===== config.mk =====
export PLATFORM = sky130hd
export DESIGN_NAME = nn_rv_loader
export DESIGN_NICKNAME = d
export VERILOG_FILES = /design/src/rtl/nn_rv_loader_pkg.sv /design/src/rtl/nn_uart_rx.sv /design/src/rtl/nn_rv_loader.sv
export SDC_FILE = /design/constraint.sdc
export NUM_CORES = 1
export LEC_CHECK = 0
export BUFFER_PORTS_ARGS = -buffer_cell sky130_fd_sc_hd__buf_2
export CORE_MARGIN = 3
export CORE_UTILIZATION = 50
export DETAILED_ROUTE_END_ITERATION = 16
export MAX_ROUTING_LAYER = met4
export PLACE_DENSITY = 0.64
export SYNTH_ARGS = -nofsm -noshare
export SYNTH_HDL_FRONTEND = slang
export SYNTH_SLANG_ARGS = --single-unit

===== constraint.sdc =====
create_clock -name CLK -period 2.35 [get_ports CLK]
set_input_delay 0.235 -clock CLK [delete_from_list [all_inputs] [get_ports CLK]]
set_output_delay 0.235 -clock CLK [all_outputs]
set_load 0.02 [all_outputs]

===== src/rtl/nn_rv_loader_pkg.sv =====
// Shared definitions for the nnRv serial boot loader: sync byte, loader and
// receiver state encodings, and a helper classifying in-frame states.
package nn_rv_loader_pkg;

    localparam logic [7:0] LOADER_SYNC = 8'hA5;

    typedef enum logic [2:0] {
        S_IDLE  = 3'd0,
        S_LEN_L = 3'd1,
        S_LEN_H = 3'd2,
        S_DATA  = 3'd3,
        S_CSUM  = 3'd4,
        S_DONE  = 3'd5,
        S_ERR   = 3'd6
    } loader_state_t;

    typedef enum logic [1:0] {
        RX_IDLE  = 2'd0,
        RX_START = 2'd1,
        RX_DATA  = 2'd2,
        RX_STOP  = 2'd3
    } rx_state_t;

    // States where framing errors and inter-byte timeouts abort the frame.
    function automatic logic in_frame(loader_state_t s);
        return (s == S_LEN_L) || (s == S_LEN_H) || (s == S_DATA) || (s == S_CSUM);
    endfunction

endpackage


===== src/rtl/nn_uart_rx.sv =====
// 8N1 UART byte receiver: 2-flop synchronizer, mid-bit sampling, glitch
// rejection on the start bit and a framing-error pulse on a low stop bit.
module nn_uart_rx
    import nn_rv_loader_pkg::*;
#(
    parameter int CLK_HZ = 50_000_000,
    parameter int BAUD   = 115200
) (
    input  logic       CLK,
    input  logic       RST_N,
    input  logic       rxd,
    output logic [7:0] rx_byte,
    output logic       byte_valid,
    output logic       frame_err,
    output rx_state_t  dbg_state
);

    localparam int DIV   = CLK_HZ / BAUD;
    localparam int HALF  = DIV / 2;
    localparam int CNT_W = $clog2(DIV);

    logic             rx_meta, rx_sync, rx_prev;
    logic [CNT_W-1:0] cnt;
    logic [2:0]       bit_idx;
    logic [7:0]       shreg;
    rx_state_t        state;

    assign dbg_state = state;

    always_ff @(posedge CLK or negedge RST_N) begin
        if (!RST_N) begin
            rx_meta    <= 1'b1;
            rx_sync    <= 1'b1;
            rx_prev    <= 1'b1;
            cnt        <= '0;
            bit_idx    <= '0;
            shreg      <= '0;
            rx_byte    <= '0;
            byte_valid <= 1'b0;
            frame_err  <= 1'b0;
            state      <= RX_IDLE;
        end else begin
            rx_meta    <= rxd;
            rx_sync    <= rx_meta;
            rx_prev    <= rx_sync;
            byte_valid <= 1'b0;
            frame_err  <= 1'b0;
            case (state)
                RX_IDLE: begin
                    if (rx_prev && !rx_sync) begin
                        cnt   <= '0;
                        state <= RX_START;
                    end
                end
                RX_START: begin
                    // A start bit that is high again at mid-bit was a glitch.
                    if (cnt == CNT_W'(HALF - 1)) begin
                        cnt     <= '0;
                        bit_idx <= '0;
                        state   <= rx_sync ? RX_IDLE : RX_DATA;
                    end else begin
                        cnt <= cnt + 1'b1;
                    end
                end
                RX_DATA: begin
                    if (cnt == CNT_W'(DIV - 1)) begin
                        cnt     <= '0;
                        shreg   <= {rx_sync, shreg[7:1]};
                        bit_idx <= bit_idx + 1'b1;
                        if (bit_idx == 3'd7) state <= RX_STOP;
                    end else begin
                        cnt <= cnt + 1'b1;
                    end
                end
                RX_STOP: begin
                    if (cnt == CNT_W'(DIV - 1)) begin
                        cnt   <= '0;
                        state <= RX_IDLE;
                        if (rx_sync) begin
                            rx_byte    <= shreg;
                            byte_valid <= 1'b1;
                        end else begin
                            frame_err  <= 1'b1;
                        end
                    end else begin
                        cnt <= cnt + 1'b1;
                    end
                end
                default: state <= RX_IDLE;
            endcase
        end
    end

endmodule


===== src/rtl/nn_rv_loader.sv =====
// Serial boot loader: parses A5/LEN/DATA/CSUM frames from the UART, writes
// words into RAM from address 0 and releases CPU reset on a valid image.
module nn_rv_loader
    import nn_rv_loader_pkg::*;
#(
    parameter int CLK_HZ      = 50_000_000,
    parameter int BAUD        = 115200,
    parameter int RAM_WORDS   = 1024,
    parameter int ADDR_W      = 10,
    parameter int TIMEOUT_CYC = 16 * (CLK_HZ / BAUD) * 10
) (
    input  logic              CLK,
    input  logic              RST_N,
    input  logic              UART_RXD,
    output logic              RAM_WE,
    output logic [ADDR_W-1:0] RAM_WADDR,
    output logic [31:0]       RAM_WDATA,
    output logic              CPU_RST_N,
    output logic              LOAD_BUSY,
    output logic              LOAD_DONE,
    output logic              LOAD_ERR,
    output loader_state_t     DBG_STATE,
    output rx_state_t         DBG_RX_STATE
);

    localparam int TMO_W = $clog2(TIMEOUT_CYC + 1);

    logic [7:0]        rx_byte;
    logic              rx_valid, rx_ferr;
    loader_state_t     state;
    logic [15:0]       len_r, len_word;
    logic [7:0]        csum;
    logic [23:0]       word_r;
    logic [1:0]        byte_cnt;
    logic [ADDR_W-1:0] idx;
    logic [TMO_W-1:0]  tmo;

    nn_uart_rx #(.CLK_HZ(CLK_HZ), .BAUD(BAUD)) u_rx (
        .CLK        (CLK),
        .RST_N      (RST_N),
        .rxd        (UART_RXD),
        .rx_byte    (rx_byte),
        .byte_valid (rx_valid),
        .frame_err  (rx_ferr),
        .dbg_state  (DBG_RX_STATE)
    );

    assign len_word  = {rx_byte, len_r[7:0]};
    assign DBG_STATE = state;

    always_ff @(posedge CLK or negedge RST_N) begin
        if (!RST_N) begin
            state     <= S_IDLE;
            RAM_WE    <= 1'b0;
            RAM_WADDR <= '0;
            RAM_WDATA <= '0;
            CPU_RST_N <= 1'b0;
            LOAD_BUSY <= 1'b0;
            LOAD_DONE <= 1'b0;
            LOAD_ERR  <= 1'b0;
            len_r     <= '0;
            csum      <= '0;
            word_r    <= '0;
            byte_cnt  <= '0;
            idx       <= '0;
            tmo       <= '0;
        end else begin
            RAM_WE <= 1'b0;
            tmo    <= (in_frame(state) && !rx_valid) ? tmo + 1'b1 : '0;
            // A received byte takes priority over a coincident timeout.
            if (rx_valid) begin
                case (state)
                    S_IDLE, S_DONE, S_ERR: begin
                        if (rx_byte == LOADER_SYNC) begin
                            state     <= S_LEN_L;
                            CPU_RST_N <= 1'b0;
                            LOAD_BUSY <= 1'b1;
                            LOAD_DONE <= 1'b0;
                            LOAD_ERR  <= 1'b0;
                            idx       <= '0;
                            csum      <= '0;
                        end
                    end
                    S_LEN_L: begin
                        len_r <= {8'h00, rx_byte};
                        csum  <= csum ^ rx_byte;
                        state <= S_LEN_H;
                    end
                    S_LEN_H: begin
                        len_r    <= len_word;
                        csum     <= csum ^ rx_byte;
                        byte_cnt <= '0;
                        if (len_word > 16'(RAM_WORDS)) begin
                            state     <= S_ERR;
                            LOAD_ERR  <= 1'b1;
                            LOAD_BUSY <= 1'b0;
                        end else if (len_word == 16'd0) begin
                            state <= S_CSUM;
                        end else begin
                            state <= S_DATA;
                        end
                    end
                    S_DATA: begin
                        csum     <= csum ^ rx_byte;
                        word_r   <= {rx_byte, word_r[23:8]};
                        byte_cnt <= byte_cnt + 1'b1;
                        if (byte_cnt == 2'd3) begin
                            RAM_WE    <= 1'b1;
                            RAM_WDATA <= {rx_byte, word_r};
                            RAM_WADDR <= idx;
                            idx       <= idx + 1'b1;
                            if (16'(idx) + 16'd1 == len_r) state <= S_CSUM;
                        end
                    end
                    S_CSUM: begin
                        LOAD_BUSY <= 1'b0;
                        if (rx_byte == csum) begin
                            state     <= S_DONE;
                            CPU_RST_N <= 1'b1;
                            LOAD_DONE <= 1'b1;
                        end else begin
                            state     <= S_ERR;
                            LOAD_ERR  <= 1'b1;
                        end
                    end
                    default: state <= S_IDLE;
                endcase
            end else if (in_frame(state) && (rx_ferr || tmo == TMO_W'(TIMEOUT_CYC))) begin
                state     <= S_ERR;
                LOAD_ERR  <= 1'b1;
                LOAD_BUSY <= 1'b0;
            end
        end
    end

endmodule


# ---- Word-level counts from Yosys, hierarchy flattened
# Index checks and enable logic that the tools add are counted.
dict set report classes {
  add_sub_neg 6
  magnitude_cmp 1
  eq_ne 31
  n_mux 53
  n_bitwise 2
  n_reduce_logical 37
}
# operator count
set ops {}
lappend ops {{case mux 16 bit (2 select lines)} 1}
lappend ops {{2-to-1 mux 3 bit} 9}
lappend ops {{2-to-1 mux 9 bit} 3}
lappend ops {{case mux 9 bit (3 select lines)} 1}
lappend ops {{2-to-1 mux 10 bit} 2}
lappend ops {{case mux 10 bit (2 select lines)} 1}
lappend ops {{2-to-1 mux 1 bit} 19}
lappend ops {{adder 17 x 1 -> 17 bit, second input constant} 1}
lappend ops {{equality test 17 bit, second input constant} 1}
lappend ops {{2-to-1 mux 17 bit} 1}
lappend ops {{equality test 11 x 16 -> 1 bit} 1}
lappend ops {{greater-than comparator 16 x 11 -> 1 bit, second input constant} 1}
lappend ops {{zero test 16 bit} 1}
lappend ops {{case mux 8 bit (2 select lines)} 1}
lappend ops {{AND reduction 4 bit} 4}
lappend ops {{inequality test 3 bit, second input constant} 5}
lappend ops {{case mux 3 bit (5 select lines)} 1}
lappend ops {{AND reduction 3 bit} 5}
lappend ops {{2-to-1 mux 2 bit} 7}
lappend ops {{nonzero test 2 bit} 7}
lappend ops {{equality test 3 bit, second input constant} 4}
lappend ops {{adder 10 x 1 -> 11 bit, second input constant} 1}
lappend ops {{adder 10 x 1 -> 10 bit, second input constant} 1}
lappend ops {{inequality test 2 x 1 -> 1 bit, second input constant} 5}
lappend ops {{30 further kinds} 47}
dict set report totals {
  reg_bits 161
  input_bits 3
  output_inout_bits 52
  elab_cells 154
}

# ---- Longest topological paths before layout
dict set report depth {
  depth_word 7
  ltp_mapped 9
  depth_no_buf 8
}

# ---- Modules after synthesis
# From an unflattened synthesis, not the netlist that was laid out.
dict set report unflattened {
  hier_cells 826
  area_unflattened_um2 7647.3
}
# module n_inst cells_each area_per_inst_um2 seq_area_each_um2
set modules_own_cells {}
lappend modules_own_cells {nn_rv_loader 1 682 5984.5 3153.0}
lappend modules_own_cells {nn_uart_rx 1 144 1662.8 879.6}

# ---- Worst setup path before layout
# OpenSTA, ideal clock, no wires.
dict set report synth_timing {
  path_kind {flip-flop to flip-flop}
  from {register (tool-made name)}
  to {register u_rx.rx_byte[0]}
  setup_time_ns 0.125
  arrival_ns 1.902
  required_ns 2.225
  path_slack_ns 0.323
  stages_incl_launch_ff 7
  path_buffers 2
  period_less_slack_ns 2.027
  cell_sequence {dfrtp_1 clkbuf_2 nand4b_1 nor4_4 and3_1 buf_2 mux2_2}
}
# element line_no
set synth_rtl {}
lappend synth_rtl {{end signal: assignment} nn_uart_rx.sv:80} ;# rx_byte <= shreg;
lappend synth_rtl {{end: declaration} nn_uart_rx.sv:12} ;# output logic [7:0] rx_byte,

# ---- Worst setup path in the final report
dict set report layout_timing {
  from {register idx[1]}
  to {register state[2], in the netlist DBG_STATE[2]}
}
dict set report layout_via {
  elab_chain_len 4
}
# element line_no
set layout_lines {}
lappend layout_lines {{start: declaration} nn_rv_loader.sv:35} ;# logic [ADDR_W-1:0] idx;
lappend layout_lines {{start signal: assignment} nn_rv_loader.sv:111} ;# idx <= idx + 1'b1;
lappend layout_lines {{adder 10 x 1 -> 11 bit} nn_rv_loader.sv:112} ;# if (16'(idx) + 16'd1 == len_r) state <= S_CSUM;
lappend layout_lines {{equality test 11 x 16 -> 1 bit} nn_rv_loader.sv:112}
lappend layout_lines {{inequality test 3 bit (no source line)} --}
lappend layout_lines {{AND reduction 4 bit (no source line)} --}
lappend layout_lines {{end signal: assignment} nn_rv_loader.sv:112}
lappend layout_lines {{end signal: assignment} nn_rv_loader.sv:118} ;# state <= S_DONE;
lappend layout_lines {{end signal: assignment} nn_rv_loader.sv:122} ;# state <= S_ERR;
lappend layout_lines {{end: declaration} nn_rv_loader.sv:30} ;# loader_state_t state;
# No other way between the ends.
# A chain may end at the register's enable or synchronous reset.

==> run_results.csv <==
group,metric,value,unit
setup_path,critPathLaunchType,"register",
sta,rsz0062_at_grt,"false",
placed_design,dp_hpwl,10700,microns
sta,setup_viol,0,
cells_and_area,drive_gt1_share,17.8,%
clock_network,cts_root_buf,"clkbuf_16",
clock_network,cts_tree,"done",
floorplan,initial_core_util,51.2,%
sta,fin_tns_setup,0,ns
clock_network,numCtsBuffers,17,
placed_design,port_buffers,54,
power,intPower,4.78,mW
clock_network,htreeDepth,4,
clock_network,cts_setup_buffers,0,
floorplan,num_rows,44,
placed_design,placed_cell_area,8010,sq um
setup_path,timing_worst_setup_path_type,"reg2reg",
power,clockPowerShare,47.2,%
cells_and_area,final_nets,854,
sta,fmax,463,MHz
hold_path,hold_path_class,"in2async",
setup_path,crit_arrival,2.52,ns
sta,worst_slew_pin_slew,0.591,ns
routing,wl,15800,microns
logic_synthesis,ys_top_cells_by_area,"dfrtp_1, nand2_1, mux2_2, o21ai_0, nor2_1",
power,power.switching,1.44,mW
power,p_leak,4.34,nW
logic_synthesis,ys_async_sr_fraction,100,%
placed_design,place_congestion,0.852,
sta,fin_crit_sh,91.9,%
routing,drtIter0Drc,446,
setup_path,endpoint_kind,"register",
logic_synthesis,syn_inst,785,
logic_synthesis,synth_flop_cell,"dfrtp_1",
logic_synthesis,syn_area,7470,sq um
logic_synthesis,synth.largest_area_cell,"dfrtp_1",
routing,viasPerCell,5.49,
run_status,status,"completed",
floorplan,core_region_area,14600,sq um
power,seq_power_share,46.8,%
routing,wire_per_inst,15.2,microns
global_routing,grt_pass1_vias,5589,
global_routing,grtUsageTotal,20.9,%
sta,hold_violations,0,
cells_and_area,area_delta_synth_final,16.0,%
logic_synthesis,yosysWarnings,0,
run,drv_cap,0,
power,power_density,718,nW/um^2
floorplan,io_pins,55,
power,pwr-share-comb,6.0,%
clock_network,numClockSinks,161,
setup_path,path_max_fanout,8,
cells_and_area,design_area,8670,sq um
global_routing,grt_pass1_wl,27000,microns
logic_synthesis,synth_top_area_share,52.9,%
clock_network,path_clk_slew,0.06,ns
sta,min_period,2.16,ns
sta,slew_headroom,60.5,%
sta,worst_clock_skew,0.00625,ns
floorplan,die_w,128,microns
routing,drcViolationCount,0,
routing,vias,5699,
floorplan,die_area,16500,sq um
global_routing,grt_max_degree,57,
logic_synthesis,ys_ff_latch,161,
floorplan,fp.dieH,128,microns
logic_synthesis,synth_cell_types,69,
power,p_sw_share,23.2,%
global_routing,grt-ovfl-total,0,
logic_synthesis,yosysSeqAreaShare,54.0,%
clock_network,clk_path_buf_depth,2,
routing,ant_nets,0,
logic_synthesis,syn-num-nets,797,
global_routing,antenna_found_initial,0,
routing,drt-pass1-iter-count,5,
cells_and_area,antenna_cells,0,
clock_network,worstSkewPairLatency,0.42,ns
setup_path,cp.required,2.71,ns
power,irDropWorstVdd,502,uV
logic_synthesis,syn_area_per_cell,9.52,sq um
sta,drv_slew,0,
logic_synthesis,synth_edf_count,0,
sequential cells by signal, indices dropped and copies added (netlist names), 2 cells and up, named ones only:
signal and flops:
idx 10, word_r 24, u_rx.cnt 9, u_rx.bit_idx 3, u_rx.shreg 8, RAM_WADDR 10
u_rx.rx_byte 8, DBG_STATE 3, byte_cnt 2, RAM_WDATA 32, csum 8, len_r 16
tmo 17
power groups by stage:
stage / logic (mW) / clock network, mW / registers (mW)
after floorplan: 0.256 / 0 / 2.94
after global placement: 0.367 / 0 / 2.96
after detailed placement: 0.375 / 0 / 2.96
after CTS: 0.378 / 3.00 / 2.91
after global routing: 0.428 / 3.10 / 2.92
final: 0.372 / 2.94 / 2.91
through the flow:
step	util, %	hold WS (ns)	std cells	setup slack (ns)	power (mW)
detailed placement	54.9	0.238	1005	0.0817	3.33
global placement	54.9	0.232	1005	0.172	3.33
global route	59.4	0.368	1039	0.0297	6.45
CTS	59.4	0.351	1039	0.0365	6.28
finish	59.4	0.339	1039	0.191	6.22
floorplan	-	-0.0606	785	0.323	3.19
layout make-up:
| class | instances | area [sq um] |
|---|---|---|
| Fill cell | 1249 | 5920 |
| Sequential cell | 161 | 4030 |
| Inverter | 23 | 86.3 |
| Clock inverter | 10 | 145 |
| Multi-Input combinational cell | 560 | 3180 |
| Tap cell | 184 | 230 |
| Timing Repair Buffer | 79 | 507 |
| Clock buffer | 22 | 494 |
synth_stat cells (2+ instances only):
library cell and count:
dfrtp_1 158, and4_1 3, and3_1 8, nand2b_1 11, mux2_2 25, dfstp_2 3, nor3_1 4, buf_2 18
nand2_1 225, xnor2_1 18, a31oi_1 5, o21ai_0 52, or3_1 5, nor2_1 42, o211ai_1 2, or4_1 4
a22o_1 10, nor4b_1 2, inv_1 22, o31ai_1 6, ha_1 9, o21ai_1 3, xor2_1 12, and2_1 3
clkbuf_1 20, nand4_1 10, a21oi_1 16, nor4_1 4, o22ai_1 4, mux2i_1 3, o21a_1 2, o221ai_1 2
nor4bb_1 2, nor2b_1 9, nand3_1 29
layer usage:
layer / vias up / GRT usage (%) / part of all wire [%]
met2: 128 / 32.2 / 47
li1: 2763 / - / -
met5: - / - / 0
met1: 2783 / 28.0 / 48
met3: 25 / 4.17 / 3.9
met4: 0 / 6.68 / 1.6
cell families after synthesis:
family,count (synthesis),share of synthesized area [%]
mux,28,4.17
flops,161,54.0
simple gates,373,22.8
xor+xnor,30,3.52
fa+ha+maj,9,1.51
compound gates,120,10.4
buf+inv,64,3.68
critical path: stages (launching register included):
cell and delay (ns):
dfrtp_1 0.44, ha_2 0.29, nand3_1 0.19, or4_1 0.55
nand3_1 0.11, nand3_1 0.10, o21ai_2 0.22, a32o_1 0.20
worst paths after layout:
kind                         startpoint            to  slack, ns  cells past startpoint
min in group CLK           u_rx.rx_meta  u_rx.rx_sync       0.37                      0
setup reg to reg                 idx[1]  DBG_STATE[2]       0.19                      7
max in group asynchronous         RST_N  u_rx.rx_prev       1.32                      3
hold / removal                    RST_N       tmo[13]       0.34                      2
hold reg to reg            u_rx.rx_meta  u_rx.rx_sync       0.37                      0
setup / recovery                 idx[1]  DBG_STATE[2]       0.19                      7
placed cells by master (no fill, tap or decap), types with 8 or more instances in the layout:
cell type,netlist,routed
buf_4,1,20
ha_1,9,8
nand2b_1,11,11
xor2_1,12,12
nand2_1,225,224
buf_2,18,53
mux2_2,25,25
and3_1,8,8
nand3_1,29,29
o21ai_0,52,52
nand4_1,10,10
nor2b_1,9,9
nor2_1,42,42
dfrtp_1,158,158
xnor2_1,18,18
a22o_1,10,10
a21oi_1,16,16
inv_1,22,22
clkbuf_16,0,17
what timing repair did:
action,in CTS,in global routing
endpoints found under the hold margin,54,0
gates resized for setup,0,2
endpoints found under the setup margin,0,3
hold buffers,2,0
No activity file was read; power rests on OpenSTA's default activity.
